--- src/rtl/sdram_arb_pkg.sv ---
// Shared types and default geometry for the SDRAM frame arbiter.
package sdram_arb_pkg;

    localparam int              DEF_ADDR_W      = 24;
    localparam int              DEF_FIFO_W      = 10;
    localparam int              DEF_FRAME_WORDS = 737280;
    localparam int              DEF_BURST_LEN   = 256;
    localparam int              DEF_RD_LOW      = 128;
    localparam logic [23:0]     DEF_BANK0_BASE  = 24'h000000;
    localparam logic [23:0]     DEF_BANK1_BASE  = 24'h100000;

    typedef enum logic [1:0] {IDLE, REQ, BUSY} state_t;
    typedef enum logic {GNT_RD, GNT_WR} grant_t;

endpackage

--- src/rtl/frame_ptr_ctrl.sv ---
// Per-direction burst pointer with end-of-frame handling and a frame-sync
// request that is deferred while a burst is in flight.
module frame_ptr_ctrl #(
    parameter int ADDR_W      = 24,
    parameter int FRAME_WORDS = 737280,
    parameter int BURST_LEN   = 256,
    parameter bit WRAP        = 1'b0
) (
    input  logic              clk,
    input  logic              rst_n,
    input  logic              sync,
    input  logic              hold,
    input  logic              advance,
    output logic [ADDR_W-1:0] ptr,
    output logic              full,
    output logic              apply
);

    logic              pend;
    logic [ADDR_W-1:0] ptr_nxt;

    // A sync seen mid-burst waits in pend until the arbiter is idle again.
    assign apply   = !hold && (pend || sync);
    assign ptr_nxt = ptr + ADDR_W'(BURST_LEN);

    always_ff @(posedge clk or negedge rst_n) begin
        if (!rst_n) begin
            ptr  <= '0;
            full <= 1'b0;
            pend <= 1'b0;
        end else begin
            if (apply)
                pend <= 1'b0;
            else if (sync)
                pend <= 1'b1;

            if (apply) begin
                ptr  <= '0;
                full <= 1'b0;
            end else if (advance) begin
                if (ptr_nxt == ADDR_W'(FRAME_WORDS)) begin
                    ptr  <= WRAP ? '0 : ptr_nxt;
                    full <= !WRAP;
                end else begin
                    ptr <= ptr_nxt;
                end
            end
        end
    end

endmodule

--- src/rtl/sdram_frame_arbiter.sv ---
// Burst scheduler between camera write FIFO and display read FIFO with
// ping-pong frame buffers; runs entirely in the SDRAM clock domain.
module sdram_frame_arbiter #(
    parameter int              ADDR_W      = sdram_arb_pkg::DEF_ADDR_W,
    parameter int              FRAME_WORDS = sdram_arb_pkg::DEF_FRAME_WORDS,
    parameter int              BURST_LEN   = sdram_arb_pkg::DEF_BURST_LEN,
    parameter int              FIFO_W      = sdram_arb_pkg::DEF_FIFO_W,
    parameter int              RD_LOW      = sdram_arb_pkg::DEF_RD_LOW,
    parameter logic [ADDR_W-1:0] BANK1_BASE = sdram_arb_pkg::DEF_BANK1_BASE
) (
    input  logic              CLK,
    input  logic              RSTn,
    input  logic              init_done,
    input  logic              wr_frame_sync,
    input  logic              rd_frame_sync,
    input  logic [FIFO_W-1:0] wr_fifo_level,
    input  logic [FIFO_W-1:0] rd_fifo_level,
    output logic              cmd_valid,
    input  logic              cmd_ready,
    output logic              cmd_we,
    output logic [ADDR_W-1:0] cmd_addr,
    input  logic              cmd_done,
    output logic              rd_fifo_clr,
    output logic              wr_bank,
    output logic              rd_bank,
    output logic              frame_valid
);
    import sdram_arb_pkg::*;

    localparam int RD_ROOM = (1 << FIFO_W) - 1 - BURST_LEN;

    state_t            state, state_nxt;
    grant_t            last_grant;
    logic [ADDR_W-1:0] wr_ptr, rd_ptr, wr_addr, rd_addr;
    logic              wr_full, rd_full, wr_apply, rd_apply;
    logic              hold, burst_end, done_bank, done_bank_nxt;
    logic              rd_urgent, wr_ok, rd_ok, issue, issue_we;

    assign hold      = (state != IDLE);
    assign burst_end = (state == BUSY) && cmd_done;

    frame_ptr_ctrl #(.ADDR_W(ADDR_W), .FRAME_WORDS(FRAME_WORDS), .BURST_LEN(BURST_LEN),
                     .WRAP(1'b0)) u_wr_ptr (
        .clk(CLK), .rst_n(RSTn), .sync(wr_frame_sync), .hold(hold),
        .advance(burst_end && cmd_we), .ptr(wr_ptr), .full(wr_full), .apply(wr_apply)
    );

    frame_ptr_ctrl #(.ADDR_W(ADDR_W), .FRAME_WORDS(FRAME_WORDS), .BURST_LEN(BURST_LEN),
                     .WRAP(1'b1)) u_rd_ptr (
        .clk(CLK), .rst_n(RSTn), .sync(rd_frame_sync), .hold(hold),
        .advance(burst_end && !cmd_we), .ptr(rd_ptr), .full(rd_full), .apply(rd_apply)
    );

    assign wr_addr   = (wr_bank ? BANK1_BASE : '0) + wr_ptr;
    assign rd_addr   = (rd_bank ? BANK1_BASE : '0) + rd_ptr;
    assign rd_urgent = frame_valid && (int'(rd_fifo_level) < RD_LOW);
    assign wr_ok     = (int'(wr_fifo_level) >= BURST_LEN) && !wr_full;
    assign rd_ok     = frame_valid && !rd_full && (int'(rd_fifo_level) <= RD_ROOM);
    assign cmd_valid = (state == REQ);

    // Write sync resolves first so a same-cycle read sync sees the new frame.
    assign done_bank_nxt = (wr_apply && wr_full) ? wr_bank : done_bank;

    always_comb begin
        state_nxt = state;
        issue     = 1'b0;
        issue_we  = 1'b0;
        case (state)
            IDLE: begin
                // Skip deciding on a sync cycle so the address uses updated pointers.
                if (init_done && !wr_apply && !rd_apply) begin
                    if (rd_urgent) begin
                        issue = 1'b1;
                    end else if (wr_ok && rd_ok) begin
                        issue    = 1'b1;
                        issue_we = (last_grant == GNT_RD);
                    end else if (wr_ok) begin
                        issue    = 1'b1;
                        issue_we = 1'b1;
                    end else if (rd_ok) begin
                        issue = 1'b1;
                    end
                end
                if (issue)
                    state_nxt = REQ;
            end
            REQ:     if (cmd_ready) state_nxt = BUSY;
            BUSY:    if (cmd_done)  state_nxt = IDLE;
            default: state_nxt = IDLE;
        endcase
    end

    always_ff @(posedge CLK or negedge RSTn) begin
        if (!RSTn) begin
            state       <= IDLE;
            last_grant  <= GNT_RD;
            cmd_we      <= 1'b0;
            cmd_addr    <= '0;
            rd_fifo_clr <= 1'b0;
            wr_bank     <= 1'b0;
            rd_bank     <= 1'b1;
            done_bank   <= 1'b1;
            frame_valid <= 1'b0;
        end else begin
            state       <= state_nxt;
            rd_fifo_clr <= rd_apply;
            if (issue) begin
                cmd_we   <= issue_we;
                cmd_addr <= issue_we ? wr_addr : rd_addr;
            end
            if (burst_end)
                last_grant <= cmd_we ? GNT_WR : GNT_RD;
            if (wr_apply && wr_full) begin
                done_bank   <= wr_bank;
                wr_bank     <= !wr_bank;
                frame_valid <= 1'b1;
            end
            if (rd_apply)
                rd_bank <= done_bank_nxt;
        end
    end

endmodule
--- config.mk ---
export PLATFORM = sky130hd
export DESIGN_NAME = sdram_frame_arbiter
export DESIGN_NICKNAME = d
export VERILOG_FILES = /design/src/rtl/sdram_arb_pkg.sv /design/src/rtl/frame_ptr_ctrl.sv /design/src/rtl/sdram_frame_arbiter.sv
export SDC_FILE = /design/constraint.sdc
export NUM_CORES = 1
export LEC_CHECK = 0
export ABC_AREA = 1
export CAP_MARGIN = 20
export CORE_MARGIN = 2
export CORE_UTILIZATION = 49
export CTS_CLUSTER_DIAMETER = 30
export CTS_CLUSTER_SIZE = 20
export DETAILED_ROUTE_END_ITERATION = 10
export HOLD_SLACK_MARGIN = 0.02
export PLACE_DENSITY = 0.77
export SETUP_SLACK_MARGIN = 0.4
export SYNTH_ARGS = -nofsm -noshare
export SYNTH_HDL_FRONTEND = slang
export SYNTH_SLANG_ARGS = --single-unit
--- constraint.sdc ---
create_clock -name CLK -period 1.65 [get_ports CLK]
set_input_delay 0.2475 -clock CLK [delete_from_list [all_inputs] [get_ports CLK]]
set_output_delay 0.2475 -clock CLK [all_outputs]
set_load 0.02 [all_outputs]
Word level (Yosys, flattened, before mapping)
Cells that the tools add are included.
{ "classes": {"n_addsub": 4, "muxes": 36, "reduce_logical": 33, "n_lt_le_gt_ge": 3, "n_eq_ne": 7, "n_bitwise": 1} }
{ "ops": {"columns": ["operator", "count"], "rows": [
  ["$mux W24", 6],
  ["$add A21 B24 Y24", 2],
  ["$add A24 B9 Y24 const B", 2],
  ["$eq A24 B20 Y1 const B", 2],
  ["$mux W21", 2],
  ["$mux W1", 24],
  ["$reduce_bool A2 Y1", 7],
  ["$logic_and A1 B1 Y1", 13],
  ["$ge A10 B9 Y1 const B", 1],
  ["$le A10 B10 Y1 const B", 1],
  ["$lt A10 B8 Y1 const B", 1],
  ["$logic_not A1 Y1", 7],
  ["$mux W2", 3],
  ["$pmux W2 S3", 1],
  ["$ne A2 B2 Y1 const B", 2],
  ["$reduce_and A2 Y1", 2],
  ["$reduce_and A3 Y1", 1],
  ["$eq A2 B1 Y1 const B", 1],
  ["$eq A2 B2 Y1 const B", 1],
  ["$logic_not A2 Y1", 1],
  ["$logic_or A1 B1 Y1", 2],
  ["$ne A2 B1 Y1 const B", 1],
  ["$not A1 Y1", 1]
]} }
{ "totals": {"output_inout_bits": 30, "word_cells": 99, "reg_bits": 85, "inputBits": 27} }

Depth between registers and ports, before layout
Gate-level depths: netlist of the first run.
{ "depth": {"depth_word": 11, "ltp_mapped": 13, "mapped_depth_nobuf": 13} }

Cells and area by module
From an unflattened synthesis of the first run, not the netlist that was laid out.
{ "unflattened": {"cells_unflattened": 624, "hier_area_um2": 4443.0} }
{ "modules_own_cells": {"columns": ["module", "area_each_um2", "n_inst", "cells_per_inst"], "rows": [
  ["sdram_frame_arbiter", 2082.0, 1, 269],
  ["frame_ptr_ctrl (u_wr_ptr)", 1196.1, 1, 177],
  ["frame_ptr_ctrl (u_rd_ptr)", 1164.9, 1, 178]
]} }

Worst setup path after synthesis of the first run
Ideal clock, no wire load.
{ "synth_timing": {"kind": "reg2reg", "startpoint": "register u_rd_ptr.ptr[8]", "endpoint": "register u_rd_ptr.ptr[14]", "path_stages_with_launch": 11, "required_time_ns": 1.533, "path_slack_ns": -0.100, "path_buffers": 0, "period_less_slack_ns": 1.750, "t_arrival_ns": 1.634, "cell_sequence": "dfrtp_1 -> ha_1 -> nand2_1 -> nor3_1 -> nand3_1 -> xor2_1 -> nand2_1 -> nor2_1 -> nand2_1 -> nand2_1 -> nand2_1"} }
{ "synth_via": {"elab_chain_len": 5} }
{ "synth_lines": {"columns": ["item", "line", "rtl"], "rows": [
  ["from (decl)", "frame_ptr_ctrl.sv:14", "output logic [ADDR_W-1:0] ptr,"],
  ["from (signal assigned)", "frame_ptr_ctrl.sv:42", "ptr <= WRAP ? '0 : ptr_nxt;"],
  ["from (signal assigned)", "frame_ptr_ctrl.sv:45", "ptr <= ptr_nxt;"],
  ["$add A24 B9 Y24 *", "frame_ptr_ctrl.sv:24", "assign ptr_nxt = ptr + ADDR_W'(BURST_LEN);"],
  ["$eq A24 B20 Y1", "frame_ptr_ctrl.sv:41", "if (ptr_nxt == ADDR_W'(FRAME_WORDS)) begin"],
  ["$mux W24 *", "frame_ptr_ctrl.sv:41", null],
  ["$mux W24 *", "frame_ptr_ctrl.sv:40", "end else if (advance) begin"],
  ["$mux W24 *", "frame_ptr_ctrl.sv:37", "if (apply) begin"]
]} }
Mark *: on every way between the ends. The rest lies on a longest branch, timed or not. The select of a mux whose other input is x is not followed.
A chain may end at the register's enable or synchronous reset.

Worst setup path after layout of the first run
{ "layout_timing": {"startpoint": "register u_rd_ptr.ptr[13]", "endpoint": "register u_rd_ptr.ptr[14]"} }
Same word-level chain as after synthesis.

==> metrics.md, run 1 <==
| Metric | Value |
|---|---|
| Mean Syn Cell Area | 7.26 um^2 |
| P_leak | 2.82 nW |
| Hold Path Class | input pin to async pin |
| Layout Skew | 0.0116 ns |
| Die width | 89.3 um |
| Via count | 4758 |
| Fin. max-slew vios | 0 |
| Startpoint types | flop |
| Routed WL per cell | 24.1 um |
| Initial antenna violation count | 0 |
| Fin crit share | 1.24 |
| VDD IR max | 1.14 mV |
| Pre-antenna DRT Iters | 9 |
| CP max-delay cell | dfrtp_1 |
| Largest cells by area after synthesis | dfrtp_1 (41%), nand2_1 (18%), nand3_1 (8.3%) |
| Clock Path Buffers | 2 |
| Number of flops mapped to enable cells by yosys | 0 |
| Synthesis-to-finish area growth | 71.5% |
| CP max FO | 6 |
| Starting Density | 0.499 |
| CTS buffer count | 9 |
| Worst Path Required | 1.90 ns |
| Congestion Overflow GR | 0 |
| Post-Syn Instances | 491 |
| Core Util, Final | 0.856 |
| Pre-CTS setup slack | -0.311 ns |
| Element type at the critical path end | flop |
| Synth unique cells | 32 |
| Worst Path Arrival | 2.29 ns |
| Vias in the first global route | 4339 |
| Hold Vio Cnt, Final | 0 |
| Yosys top cell area share | 0.407 |
| Max Freq | 490 MHz |
| Post-synth top area cell | dfrtp_1 |
| Status | finished with violations |
| Pin count of the biggest net entering global routing | 49 |
| Setup TNS | -3.49 ns |
| Most frequent cell on the critical path | nand2_1 |
| HPWL Detailed | 7040 um |
| PortBufs | 33 |
| Failing checks | negative setup slack |
| RSZ-0062 raised after global routing | true |
| First-pass GRT wire length | 21700 um |
| Post-layout min period | 2.04 ns |
| WL final | 17900 um |
| Top_reg_cell synth | dfrtp_1 |
| GRT Overall Usage | 0.369 |
| Fin cells | 745 |
| Die area | 7970 um^2 |
| Post-Syn Area | 3560 um^2 |
| Worst path cell trace | inv_1 -> nor3_2 -> nand4_1 -> nand2_1 -> nand3_1 -> nor2_2 -> nand2_2 -> nand2_1 -> nand2_1 |
| Detailed-route vias per instance | 6.39 |
| CTS Root Cell | clkbuf_8 |
| Post-route worst setup slack | -0.391 ns |
| Core area | 7140 um^2 |
| Number of diodes | 0 |
| DR iter-0 viols | 907 |
| # setup viols final | 26 |
| Final nets | 676 |
| Crit Path Class | flop to flop |
| Power Density | 1120 nW/um^2 |
| IO Pins | 57 |
| Clock Pin Slew Worst Setup and Hold Paths | 0.08 ns |
| Post-synthesis sequential area ratio | 0.422 |
| # placed instances | 675 |
| GPL Wtd Cong | 0.960 |
| Buf/Inv on CP | 1 |
| CTS sink count | 60 |
| Vert. Die Dim | 89.3 um |
| Maxcap violations | 0 |
| Ys async rst share | 1.00 |
| Crit path max-delay family | simple AND/OR/NAND/NOR gates |
| Worst skew pair latency | 0.36 ns |
| Htree depth | 3 |
| CTS tree | done |
| DRC viols | 0 |
| DRT antenna net count | 0 |
| Share of cells above drive strength 1 | 0.497 |
| Row count | 31 |
| Post-synthesis register bit count | 60 |
| YS warnings | 0 |
| Crit-path max cell delay | 0.38 ns |
-- registers in the layout, summed over array words and instances (netlist names), 2 cells and up --
name and flops:
cmd_addr 16, u_rd_ptr.ptr 16, state 2, u_wr_ptr.ptr 16
-- cell families (layout without fill, tap and decap cells) --
| family | count (synthesis) | count (layout) | share of synthesized area |
|---|---|---|---|
| AOI/OAI and AO/OA | 41 | 41 | 0.0639 |
| xor gates and xnor gates | 13 | 13 | 0.0320 |
| adders and majority gates | 8 | 8 | 0.0281 |
| buffers and inverters | 77 | 222 | 0.0959 |
| DFF | 60 | 60 | 0.422 |
| muxes | 1 | 1 | 0.00316 |
| other | 1 | 8 | 0.00105 |
| and+or+nand+nor | 290 | 293 | 0.354 |
-- per-layer routing --
metal / global-route usage / share of wire
met4: 0.221 / 0.092
met1: 0.435 / 0.33
met5: 0 / 0
met3: 0.0905 / 0.13
met2: 0.607 / 0.45
-- synth_stat cells, types with 2 or more instances --
cell      number
dfrtp_1       58
a21oi_1        6
buf_2          2
nor2_4         2
nor3_1         9
inv_2          3
o22ai_1       10
nor2_1        37
ha_1           8
buf_4          9
xor2_1        10
nand2_1      167
nand4_1        9
buf_6          2
inv_1         57
clkbuf_1       3
xnor2_1        3
dfstp_2        2
a21oi_2        2
o21ai_0       22
nand3_1       59
-- final cells by class --
cell class                      instances  area [um^2]
Fill cell                             320         1030
Timing Repair inverter                  1         7.51
Tap cell                               99          124
Inverter                               61          263
Clock buffer                           15          176
Multi-Input combinational cell        364         2630
Clock inverter                          1         30.0
Sequential cell                        60         1520
Timing Repair Buffer                  144         1360
-- power by group --
part | total, mW | internal, mW | switching, mW
Combinational | 3.46 | 1.44 | 2.02
Clock | 1.48 | 0.825 | 0.655
Sequential | 1.89 | 1.70 | 0.195
-- path summary, 6_finish.rpt --
path	startpoint	end	slack, ns	cells after the start
min reg2reg	cmd_addr[9]	cmd_addr[9]	0.48	2
max reg2reg	u_rd_ptr.ptr[13]	u_rd_ptr.ptr[14]	-0.39	9
min	RSTn	u_rd_ptr.pend	0.41	2
max in group asynchronous	RSTn	rd_bank	0.60	3
max	u_rd_ptr.ptr[13]	u_rd_ptr.ptr[14]	-0.39	9
min in group CLK	cmd_addr[9]	cmd_addr[9]	0.48	2
-- timing repair --
item                                    in CTS  in global routing
endpoints found under the setup margin      77                 65
cloned                                       7                  0
hold endpoints to repair                    12                  0
hold buffers                                 1                  0
setup buffers                               24                 22
pin swaps                                   44                 44
gates resized for setup                    257                 85
-- cells in the final DEF (no fill, tap or decap), drive strengths merged --
cell type	n
a21oi	8
nor3	9
buf	132
ha	8
nand4	9
clkinv	1
dlygate4sd3	1
xor2	10
nor2	39
nand2	172
mux2	1
clkinvlp	2
o31ai	1
inv	59
bufinv	1
xnor2	3
nor4	2
o21ai	22
or2	1
dfstp	2
conb	8
o22ai	10
nand3b	1
nand3	60
clkbuf	15
dlymetal6s2s	2
clkdlybuf4s15	1
dfrtp	58
clkdlybuf4s50	8
-- metrics by stage --
stage                     hold slack [ns]  area [um^2]  power [mW]
after floorplan                   -0.0481         3690        2.92
after global placement              0.172         4530        3.72
after detailed placement            0.169         4530        3.78
after CTS                           0.326         5670        6.08
after global routing                0.406         6110        7.00
final                               0.413         6110        6.83
Note: power is estimated with default switching activity, not from simulation.
==> inputs of run 2 (changes only) <==
Settings changed: CTS_CLUSTER_DIAMETER 30 to 120.
==> results of run 2 <==
The final DEF is identical to that of run 1; final timing and power are the same.
==> inputs of run 3 (changes only) <==
Settings changed: CORE_ASPECT_RATIO set to 1.75.
==> run 3 against run 2 <==
Compared with the run above:
- the run still ends with negative setup slack left
- combinational power decreased by 9.0%
- first-iteration DRC count down 42%
- sequential cell count stayed put
- count of clock-buffer cells in the layout up 1
- critical path depth is 3 higher
- via count shrank 4.9%
- clock power grew 31%
- total power up 2.6%
- maximum frequency rose by 7.5%
- sequential power is essentially flat
- critical path type unchanged
==> metrics.md, run 3 (synthesized netlist as in run 1, its figures left out) <==
| Metric | Value |
|---|---|
| Row count | 41 (+32%) |
| CTS tree | done |
| Placed Instance Area | 4450 um^2 (-1.7%) |
| Clock Path Buffers | 2 (unchanged) |
| Largest regs | cmd_addr x16, u_rd_ptr.ptr x16, u_wr_ptr.ptr x16 |
| Synthesis-to-finish area growth | 72.7% |
| Die area | 8000 um^2 (+0.34%) |
| WL final | 17100 um (-4.7%) |
| First-pass GRT wire length | 22000 um (+1.2%) |
| Max Freq | 527 MHz (+7.5%) |
| Power Density | 1140 nW/um^2 (+1.9%) |
| IO Pins | 57 (unchanged) |
| Pwr Total | 7.01 mW (+2.6%) |
| Post-layout min period | 1.90 ns (-0.143 ns) |
| DR iter-0 viols | 524 (-42%) |
| Core Util, Final | 0.863 (+0.00689) |
| Congestion Overflow GR | 0 (unchanged) |
| Failing checks | negative setup slack |
| Number of diodes | 0 (unchanged) |
| Worst Path Arrival | 2.13 ns (-0.16 ns) |
| Pre-antenna DRT Iters | 7 (-2) |
| CP max FO | 6 (unchanged) |
| Startpoint types | flop |
| PortBufs | 33 (unchanged) |
| Element type at the critical path end | flop |
| Die width | 68.5 um (-23%) |
| Maxcap violations | 0 (unchanged) |
| Vias in the first global route | 4374 (+0.81%) |
| Final nets | 669 (-1.0%) |
| Starting Density | 0.500 (about the same) |
| Most frequent cells in the layout | nand2_1 (118), buf_4 (59), inv_1 (52) |
| RSZ-0062 raised after global routing | true |
| Worst skew pair latency | 0.35 ns (about the same) |
| DRC viols | 0 (unchanged) |
| Final std cell area, no fill | 6150 um^2 (+0.72%) |
| Htree depth | 3 (unchanged) |
| VDD IR max | 0.959 mV (-16%) |
| Most common cell after layout, fill and taps aside | nand2_1 |
| Vert. Die Dim | 117 um (+31%) |
| Hold Vio Cnt, Final | 0 (unchanged) |
| # setup viols final | 22 (-15%) |
| DRT antenna net count | 0 (unchanged) |
| Routed WL per cell | 23.6 um (-2.0%) |
| CTS buffer count | 9 (unchanged) |
| Clock Pin Slew Worst Setup and Hold Paths | 0.06 ns (-0.02 ns) |
| CTS sink count | 60 (unchanged) |
| CTS Root Cell | clkbuf_16 |
| GPL Wtd Cong | 0.933 (-2.8%) |
| HPWL Detailed | 7550 um (+7.3%) |
| Hold Path Class | input pin to async pin |
| Share of cells above drive strength 1 | 0.498 (+0.000749) |
| Worst Path Required | 1.88 ns (-0.02 ns) |
| Setup TNS | -2.10 ns (+1.39 ns) |
| Pin count of the biggest net entering global routing | 61 (+24%) |
| Initial antenna violation count | 0 (unchanged) |
| P_leak | 2.85 nW (+0.90%) |
| Core area | 7130 um^2 (about the same) |
| Post-route worst setup slack | -0.247 ns (+0.143 ns) |
| Layout Skew | 0.00820 ns (-0.00338 ns) |
| Via count | 4523 (-4.9%) |
| Fin. max-slew vios | 0 (unchanged) |
| Status | finished with violations |
| Crit Path Class | flop to flop |
| Fin crit share | 1.15 (-0.0868) |
| GRT Overall Usage | 0.383 (+0.0144) |
| Detailed-route vias per instance | 6.24 (-2.3%) |
-- run 3: changes by cell type in the layout (fill, tap and decap cells not counted), sizes merged --
cell	change
buf	-13
clkdlybuf4s15	+6
bufinv	-1
clkbuf	+1
clkinv	+1
inv	-1
-- run 3: through the flow --
stage	hold WS, ns	setup WS, ns	cells
after floorplan	-0.0481	0.0656	498
after global placement	0.283	-0.236	657
after detailed placement	0.285	-0.278	657
after CTS	0.463	-0.181	703
after global routing	0.480	-0.322	725
final	0.428	-0.247	725
-- run 3: where the power goes --
group,internal (mW),leakage [nW],switching [mW],total (mW)
registers,1.70,0.796,0.221,1.92
clock network,1.22,0.149,0.712,1.94
logic,1.26,1.90,1.89,3.15
-- run 3: layout make-up --
cell class              count  area (um^2)
clock buffers              16          302
fillers                   307          976
inverters                  61          253
multi-input cells         364         2630
flip-flops and latches     60         1520
well taps                  86          108
repair buffers            137         1340
repair inverters            1         7.51
-- run 3: layer usage --
layer  wire length [um]  vias to the layer above  global-route usage
li1                   -                     1855                   -
met1               5410                     2122               0.383
met2               8470                      384               0.627
met3               1440                      162               0.113
met4               1760                        0               0.329
met5                  0                        -                   0
-- run 3: repair_timing --
| action | in CTS | in global routing |
|---|---|---|
| gates resized for setup | 233 | 95 |
| setup buffers | 22 | 22 |
| setup endpoints to repair | 76 | 63 |
| hold buffers | 1 | 0 |
| endpoints found under the hold margin | 58 | 0 |
| cloned | 7 | 0 |
| pin swaps | 47 | 53 |
-- run 3: critical path: stages, from the launching register on --
cell	delay [ns]
dfrtp_2	0.42
ha_4	0.18
nand2_4	0.07
nor3_4	0.26
nand2_1	0.09
nand2_1	0.09
nand2_2	0.07
nor2_2	0.11
nand2_2	0.09
nor2_2	0.15
nand2_2	0.13
nand2_1	0.09
nand2_1	0.05
-- run 3: worst paths after layout --
path | slack (ns) | cells after the start | endpoint | startpoint
min reg2reg | 0.49 | 2 | cmd_addr[8] | cmd_addr[8]
max reg2reg | -0.25 | 12 | u_rd_ptr.ptr[9] | u_rd_ptr.ptr[8]
min in group CLK | 0.49 | 2 | cmd_addr[8] | cmd_addr[8]
max | -0.25 | 12 | u_rd_ptr.ptr[9] | u_rd_ptr.ptr[8]
max in group asynchronous | 0.86 | 3 | rd_bank | RSTn
min | 0.43 | 3 | u_rd_ptr.pend | RSTn
